==> config.mk <==
export PLATFORM = sky130hd
export DESIGN_NAME = wave_shaper_flat
export DESIGN_NICKNAME = d
export VERILOG_FILES = /design/src/rtl/wave_shaper_if.sv /design/src/rtl/wave_shaper.sv /design/src/flat_wrapper.sv
export SDC_FILE = /design/constraint.sdc
export NUM_CORES = 1
export LEC_CHECK = 0
export CORE_ASPECT_RATIO = 0.7
export CORE_MARGIN = 2
export CORE_UTILIZATION = 49
export CTS_CLUSTER_DIAMETER = 60
export DETAILED_ROUTE_END_ITERATION = 16
export PLACE_DENSITY = 0.76
export SKIP_LAST_GASP = 1
export SLEW_MARGIN = 20
export SYNTH_ARGS = -nofsm -noshare
export SYNTH_HDL_FRONTEND = slang
export SYNTH_SLANG_ARGS = --single-unit
==> constraint.sdc <==
create_clock -name CLK -period 2 [get_ports CLK]
set_input_delay 0.5 -clock CLK [delete_from_list [all_inputs] [get_ports CLK]]
set_output_delay 0.5 -clock CLK [all_outputs]
set_load 0.005 [all_outputs]
==> src/rtl/wave_shaper_if.sv <==
// Sample bus for wave_shaper: phase and shaping requests in, shaped samples out.
// The master drives requests; the slave (the shaper) returns the shaped sample.
interface wave_shaper_if #(
  parameter int W = 16
);
  logic         LOCKED;
  logic [W-1:0] PHASE;
  logic         IN_VALID;
  logic [1:0]   MODE;
  logic [W-1:0] PW;
  logic         INV;
  logic [W-1:0] OUT;
  logic         OUT_VALID;
  logic         SYNC;

  modport master (
    output LOCKED, PHASE, IN_VALID, MODE, PW, INV,
    input  OUT, OUT_VALID, SYNC
  );

  modport slave (
    input  LOCKED, PHASE, IN_VALID, MODE, PW, INV,
    output OUT, OUT_VALID, SYNC
  );
endinterface

==> src/rtl/wave_shaper.sv <==
// Two-stage waveform shaper: turns a sawtooth phase into saw/triangle/square/pulse.
// Waveform settings are latched only at period wraps so changes never glitch mid-period.
module wave_shaper #(
  parameter int W         = 16,
  parameter bit PIPE_HOLD = 1'b1
) (
  input logic          CLK,
  input logic          RST_N,
  wave_shaper_if.slave bus
);
  localparam logic [W-1:0] MID = {1'b1, {(W-1){1'b0}}};
  localparam logic [W-1:0] QTR = {2'b01, {(W-2){1'b0}}};

  logic [W-1:0] prev_phase_q, prev_phase_d;
  logic         first_q, first_d;
  logic [1:0]   act_mode_q, act_mode_d;
  logic [W-1:0] act_pw_q, act_pw_d;
  logic         act_inv_q, act_inv_d;

  logic         s1_valid_q, s1_valid_d;
  logic         s1_sync_q, s1_sync_d;
  logic [W-1:0] s1_phase_q, s1_phase_d;
  logic [1:0]   s1_mode_q, s1_mode_d;
  logic [W-1:0] s1_pw_q, s1_pw_d;
  logic         s1_inv_q, s1_inv_d;

  logic [W-1:0] out_q, out_d;
  logic         out_valid_q, out_valid_d;
  logic         sync_q, sync_d;

  logic         accept;
  logic         wrap;
  logic [W-1:0] tri_sum;
  logic [W-1:0] tri_lin;
  logic [W-1:0] tri_val;
  logic [W-1:0] sel_val;

  assign accept = bus.LOCKED & bus.IN_VALID;
  assign wrap   = accept & (first_q | (bus.PHASE < prev_phase_q));

  // Stage 1: on a wrap the fresh request shapes this very sample.
  always_comb begin
    prev_phase_d = prev_phase_q;
    first_d      = first_q;
    act_mode_d   = act_mode_q;
    act_pw_d     = act_pw_q;
    act_inv_d    = act_inv_q;
    if (accept) begin
      prev_phase_d = bus.PHASE;
      first_d      = 1'b0;
    end
    if (wrap) begin
      act_mode_d = bus.MODE;
      act_pw_d   = bus.PW;
      act_inv_d  = bus.INV;
    end
    s1_valid_d = accept;
    s1_sync_d  = wrap;
    s1_phase_d = bus.PHASE;
    s1_mode_d  = act_mode_d;
    s1_pw_d    = act_pw_d;
    s1_inv_d   = act_inv_d;
  end

  always_comb begin
    tri_sum = s1_phase_q + QTR;
    tri_lin = {tri_sum[W-2:0], 1'b0};
    tri_val = tri_sum[W-1] ? ~tri_lin : tri_lin;
    case (s1_mode_q)
      2'd0:    sel_val = s1_phase_q;
      2'd1:    sel_val = tri_val;
      2'd2:    sel_val = (s1_phase_q < MID) ? '1 : '0;
      default: sel_val = (s1_phase_q < s1_pw_q) ? '1 : '0;
    endcase
    if (s1_valid_q)
      out_d = s1_inv_q ? ~sel_val : sel_val;
    else
      out_d = PIPE_HOLD ? out_q : MID;
    out_valid_d = s1_valid_q;
    sync_d      = s1_valid_q & s1_sync_q;
  end

  always_ff @(posedge CLK) begin
    if (!RST_N) begin
      prev_phase_q <= '0;
      first_q      <= 1'b1;
      act_mode_q   <= 2'd0;
      act_pw_q     <= MID;
      act_inv_q    <= 1'b0;
      s1_valid_q   <= 1'b0;
      s1_sync_q    <= 1'b0;
      s1_phase_q   <= '0;
      s1_mode_q    <= 2'd0;
      s1_pw_q      <= MID;
      s1_inv_q     <= 1'b0;
      out_q        <= MID;
      out_valid_q  <= 1'b0;
      sync_q       <= 1'b0;
    end else begin
      prev_phase_q <= prev_phase_d;
      first_q      <= first_d;
      act_mode_q   <= act_mode_d;
      act_pw_q     <= act_pw_d;
      act_inv_q    <= act_inv_d;
      s1_valid_q   <= s1_valid_d;
      s1_sync_q    <= s1_sync_d;
      s1_phase_q   <= s1_phase_d;
      s1_mode_q    <= s1_mode_d;
      s1_pw_q      <= s1_pw_d;
      s1_inv_q     <= s1_inv_d;
      out_q        <= out_d;
      out_valid_q  <= out_valid_d;
      sync_q       <= sync_d;
    end
  end

  assign bus.OUT       = out_q;
  assign bus.OUT_VALID = out_valid_q;
  assign bus.SYNC      = sync_q;
endmodule

==> src/flat_wrapper.sv <==
// flat-port wrapper written by rule: the top's interface ports become plain ports
module wave_shaper_flat 
#(
  parameter int W         = 16,
  parameter bit PIPE_HOLD = 1'b1
)
  (CLK, RST_N, bus_LOCKED, bus_PHASE, bus_IN_VALID, bus_MODE, bus_PW, bus_INV, bus_OUT, bus_OUT_VALID, bus_SYNC);
  wave_shaper_if #(.W(W)) bus_i ();
  input logic CLK;
  input logic RST_N;
  input wire logic [$bits(bus_i.LOCKED)-1:0] bus_LOCKED;
  input wire logic [$bits(bus_i.PHASE)-1:0] bus_PHASE;
  input wire logic [$bits(bus_i.IN_VALID)-1:0] bus_IN_VALID;
  input wire logic [$bits(bus_i.MODE)-1:0] bus_MODE;
  input wire logic [$bits(bus_i.PW)-1:0] bus_PW;
  input wire logic [$bits(bus_i.INV)-1:0] bus_INV;
  output wire logic [$bits(bus_i.OUT)-1:0] bus_OUT;
  output wire logic [$bits(bus_i.OUT_VALID)-1:0] bus_OUT_VALID;
  output wire logic [$bits(bus_i.SYNC)-1:0] bus_SYNC;
  assign bus_i.LOCKED = bus_LOCKED;
  assign bus_i.PHASE = bus_PHASE;
  assign bus_i.IN_VALID = bus_IN_VALID;
  assign bus_i.MODE = bus_MODE;
  assign bus_i.PW = bus_PW;
  assign bus_i.INV = bus_INV;
  assign bus_OUT = bus_i.OUT;
  assign bus_OUT_VALID = bus_i.OUT_VALID;
  assign bus_SYNC = bus_i.SYNC;
  wave_shaper #(.W(W), .PIPE_HOLD(PIPE_HOLD)) u_core (.CLK(CLK), .RST_N(RST_N), .bus(bus_i));
endmodule
==> results of run 1 <==
## cells in the final DEF (no fill, tap or decap), drive strengths merged, types with 2 or more instances in the layout
| master | count |
|---|---|
| mux2i | 15 |
| buf | 65 |
| nor3b | 2 |
| a21oi | 6 |
| a211o | 14 |
| dlygate4sd2 | 8 |
| nor2 | 7 |
| nor3 | 3 |
| dfxtp | 72 |
| nand4 | 3 |
| and3 | 5 |
| nor2b | 20 |
| nand2 | 60 |
| clkbuf | 16 |
| a211oi | 20 |
| clkdlybuf4s50 | 40 |
| xor2 | 17 |
| inv | 32 |
| ha | 30 |
| clkdlybuf4s15 | 3 |
| o21ai | 29 |
| o211ai | 2 |
| a21boi | 16 |
| dlymetal6s2s | 3 |
| and2 | 20 |
| nand3 | 18 |
## layer usage
metal / global-route usage, % / vias up
met5: 0 / -
met4: 9.49 / 0
met3: 7.65 / 26
met2: 44.0 / 103
met1: 35.2 / 1679
li1: - / 1679
## worst min-delay path by stage
| stage | from | end | slack, ns | cells after the start |
|---|---|---|---|---|
| global placement | u_core.first_q | u_core.first_q | 0.44 | 2 |
| CTS | u_core.act_pw_q[10] | u_core.act_pw_q[10] | 0.46 | 2 |
| global route | bus_PHASE[14] | u_core.prev_phase_q[14] | 0.43 | 3 |
| detailed placement | u_core.bus.OUT[3] | u_core.bus.OUT[3] | 0.45 | 1 |
| floorplan | u_core.first_q | u_core.first_q | 0.43 | 2 |
| finish | bus_PHASE[14] | u_core.prev_phase_q[14] | 0.42 | 3 |
## final cells by class
class                      count  share of cell area, %
multi-input combinational    299                   44.4
sequential                    72                   26.4
timing repair buffer         121                   21.4
clock buffer                  14                   3.12
tap                           98                   2.22
inverter                      32                   2.17
clock inverter                 2                  0.226
## worst reg2reg max path, cell delays in order, from the launching register on
cell and delay [ns]:
dfxtp_1 0.43, ha_4 0.24, a21o_1 0.16, a221o_1 0.39
a22oi_4 0.21, o21ai_2 0.10, and3_4 0.17, buf_4 0.17
a211o_1 0.28
## power by group through the flow
stage          combinational, uW  clock (uW)  sequential, uW
2_1_floorplan                383           0            1580
3_3_place_gp                 630           0            1590
3_5_place_dp                 655           0            1590
4_1_cts                      837        1110            1570
5_1_grt                      940        1200            1580
6_report                     875        1110            1570
## metrics by stage
stage	cells	instance area (um^2)	power, uW
after detailed placement	605	4760	2250
final	638	5530	3550
after floorplan	430	3870	1960
after global routing	638	5530	3720
after global placement	605	4760	2220
after CTS	642	5500	3520
## flip-flops by register name, summed over array words and instances (netlist names), 2 cells and up
signal,count
u_core.bus.OUT,16
u_core.act_pw_q,16
u_core.prev_phase_q,16
u_core.s1_phase_q,16
u_core.act_mode_q,2
## cell families after synthesis
kind of cell | Yosys count | synth area share, %
simple gates | 140 | 18.4
compound gates | 97 | 18.7
flops | 72 | 38.0
buf+inv | 59 | 7.05
fa+ha+maj | 30 | 9.88
xor+xnor | 17 | 4.12
mux | 15 | 3.95
## repair_timing
item,CTS,global route
resized for setup,92,34
endpoints found under the setup margin,35,35
cloned,7,1
pin swaps,55,21
setup buffers,15,3
==> metrics, run 1 <==
run status complete, but fails checks; failing checks negative setup slack; crit path from u_core.s1_phase_q[9]; Final ANT Viol Nets 0; Pleak 0.00241 uW; Psw 1030 uW; die area 0.00848 mm^2; Reg2Reg Launch Point u_core.s1_phase_q[9]; Row Count 26; Crit path depth 8; asr flop ratio synth 0%; most common cell in the netlist dfxtp_1; Max Cap Viol 0; Avg Inst Size Synth 8.83 um^2; Top Family by Delay on Critical Path compound AO/OA/AOI/OAI gates; Mapped Area 0.00380 mm^2; height of the die 77.7 um; Worst Setup EP u_core.bus.OUT[12]; Nets 604; final hold vios 0; Detailed Place HPWL 6.72 mm; relative slew slack 53.1%; critical path arrival 2.52 ns; 1st-pass router iterations 4; Initial Util 51.2%; Multi-input gate area 0.00245 mm^2; Port Buffer Count 56; register area 0.00146 mm^2; vias in the first global route 3465; power share of the clock group 31.1%; total track usage 27.4%; wl on met1 4.72 mm; clk sinks 72; commonest cells in the netlist 72 x dfxtp_1, 60 x nand2_1, 32 x inv_1; Synth Net Count 499; endpoints failing setup 34; R2R Setup Slk -0.27 ns; min Tclk post-route 2.27 ns; final core area utilization 74.5%; Worst-path clk slew 0.08 ns; Yosys reg bits 72; max incr delay on CP 0.43 ns; number of flops mapped to enable cells by yosys 0; GP Congestion 0.862; largest net degree at the start of global routing 73; post-synth top area share 38.0%; WL per Instance 17.4 um; skew final 0.00697 ns; io pins 57; WL final 11.1 mm; Fin Setup TNS -6.16 ns; Comb power frac 24.6%; Achievable Freq 440 MHz; ranking of synthesized cells by area dfxtp_1 38%, ha_1 9.9%, nand2_1 5.9%; Ant. Diodes 0; Critical path buffers and inverters 1; via count 3487; global-route wire length before repair 17.4 mm; WL met2 5.41 mm; Post-CTS Hold Fix Bufs 0; core area 0.00742 mm^2; Initial DRC Count 298; peak fanout along the critical path 9; period utilization 114%; Via density 5.47; post-synthesis sequential area ratio 38.0%; WP data required 2.25 ns; initial antenna violation count 0; Area growth, synth to finish 45.5%; Synth cell types 43; CTS max path bufs 2; DR WL met3 679 um; Remaining DRCs 0; Syn. warnings 0; Net Sw Frac 29.0%; Slew Limit Fails 0; worst slack, placed -0.648 ns; cell taking the most area after synthesis dfxtp_1; layout cells sized above 1 30.6%; RSZ-0062 raised after global routing true; htree depth 3; CTS Root Cell clkbuf_8; Crit Path Category reg2reg; worst reg2reg path depth 8; Cell Chain, Critical Path ha_4 -> a21o_1 -> a221o_1 -> a22oi_4 -> o21ai_2 -> and3_4 -> buf_4 -> a211o_1; VDD IR-drop max 0.000548 V; Die Width 109 um; Cell Pwr Density 643 mW/mm^2; highest routed layer met4; Cells after Synth 430; TritonCTS buffer count 9; Fillers 515; ys flop type dfxtp_1; Startpoint Class flip-flop; Worst-Skew Late Latency 0.37 ns; Fin Hold WS 0.420 ns; register share of total power 44.3%; setup ws final -0.271 ns; class of the worst hold path in2reg; CP max stage cell dfxtp_1; slew at the pin closest to its max-slew limit 0.703 ns; CTS tree yes; Reg2Reg Capture Point u_core.bus.OUT[12]; total congestion overflow 0; Power Internal 2520 uW; CP endpoint kind flip-flop
No activity file was read; power rests on OpenSTA's default activity.
==> run 2, diff against run 1 <==
Settings changed: CORE_UTILIZATION 49 to 58, PLACE_DENSITY 0.76 to 0.85.
Clock period 2 ns to 2.95 ns, I/O delays scaled along.
==> metrics, run 2 (synthesis gave the netlist of run 1 again) <==
htree depth 3; Area growth, synth to finish 19.3%; CP endpoint kind flip-flop; Critical path buffers and inverters 2; final core area utilization 72.2%; peak fanout along the critical path 18; WL final 8.04 mm; run status finished clean; Initial Util 60.5%; total power 2120 uW; commonest non-fill, non-tap cell in the layout dfxtp_1; global-route wire length before repair 13.7 mm; met2 usage 38.4%; total congestion overflow 0; relative slew slack 58.6%; crit-path most repeated cell o21ai_0; Cell Chain, Critical Path clkdlybuf4s50_1 -> ha_1 -> a21oi_1 -> o21ai_0 -> a211oi_1 -> a41oi_2 -> buf_4 -> nand3_1 -> o21ai_0; class of the worst hold path reg2reg; Row Count 24; Cell Pwr Density 467 mW/mm^2; height of the die 71.7 um; core area 0.00628 mm^2; largest net degree at the start of global routing 74; Initial DRC Count 82; WP data required 3.16 ns; Nets 548; RSZ-0062 raised after global routing false; slew at the pin closest to its max-slew limit 0.621 ns; Startpoint Class input port; Port Buffer Count 56; endpoints failing setup 0; Reg2Reg Launch Point u_core.s1_phase_q[15]; crit path from bus_PHASE[7]; TritonCTS buffer count 9; Worst-path clk slew 0.07 ns; WL per Instance 14.4 um; Die Width 101 um; total track usage 23.8%; Fin Hold WS 0.458 ns; die area 0.00722 mm^2; CTS tree yes; Pleak 0.00198 uW; post-CTS sizing 0; Remaining DRCs 0; final hold vios 0; Worst-Skew Late Latency 0.34 ns; global-route track usage on met1 32.0%; critical path arrival 2.92 ns; Slew Limit Fails 0; layout cells sized above 1 6.24%; vias in the first global route 2980; io pins 57; min Tclk post-route 2.71 ns; CTS max path bufs 2; worst slack, placed -0.0786 ns; grt peak-use layer met2; Post-CTS Hold Fix Bufs 0; Max Cap Viol 0; Post-CTS Setup Repair Bufs 0; period utilization 91.8%; clk sinks 72; max incr delay on CP 0.50 ns; CP max stage cell clkdlybuf4s50_1; most frequent cells in the layout 72 x dfxtp_1, 60 x nand2_1, 55 x clkdlybuf4s50_1; dpl cell area 0.00437 mm^2; skew final 0.00564 ns; CTS Root Cell clkbuf_8; 1st-pass router iterations 4; Final ANT Viol Nets 0; Top Family by Delay on Critical Path compound AO/OA/AOI/OAI gates; setup ws final 0.242 ns; Detailed Place HPWL 5.91 mm; GP Congestion 0.903; initial antenna violation count 0; VDD IR-drop max 0.000258 V; post-layout instance area 0.00453 mm^2; grt met3 use 5.37%; Achievable Freq 369 MHz; Crit Path Category in2reg; Ant. Diodes 0; Via density 5.47; via count 3060; hold path startpoint u_core.first_q
==> run 2: through the flow <==
stage / TNS [ns] / std cells
after floorplan: 0 / 430
after global placement: 0 / 546
after detailed placement: -0.709 / 546
after CTS: 0 / 559
after global routing: 0 / 559
final: 0 / 559
==> run 2: cell type report <==
class / instances / area (um^2)
clock buffer: 12 / 155
clock inverter: 1 / 5.00
fill: 508 / 1750
inverter: 32 / 120
multi-input combinational: 299 / 2090
sequential: 72 / 1440
tap: 78 / 97.6
timing repair buffer: 65 / 623
==> run 2: worst reg2reg max path: cells and delay by family (launching register included) <==
kind	cells	cell delay [ns]
muxes	1	0.15
adders and majority gates	1	0.35
and+or+nand+nor	3	0.81
DFF	1	0.42
AOI/OAI and AO/OA	2	0.71
==> run 2: where the power goes <==
group,internal (uW),switching (uW)
sequential,1020,36.5
combinational,192,193
clock,336,334
total,1550,563
==> run 2: final timing paths <==
kind                            slack [ns]                 end  cells past startpoint
worst max-delay path                  0.24  u_core.act_pw_q[5]                      9
worst min-delay path                  0.46      u_core.first_q                      2
worst max register to register        0.40  u_core.bus.OUT[10]                      7
worst min register to register        0.46      u_core.first_q                      2
==> run 2: per-layer routing <==
| layer | part of all wire [%] | wire [um] |
|---|---|---|
| met1 | 48 | 3890 |
| met2 | 45 | 3620 |
| met3 | 5.0 | 405 |
| met4 | 1.5 | 117 |
| met5 | 0 | 0 |
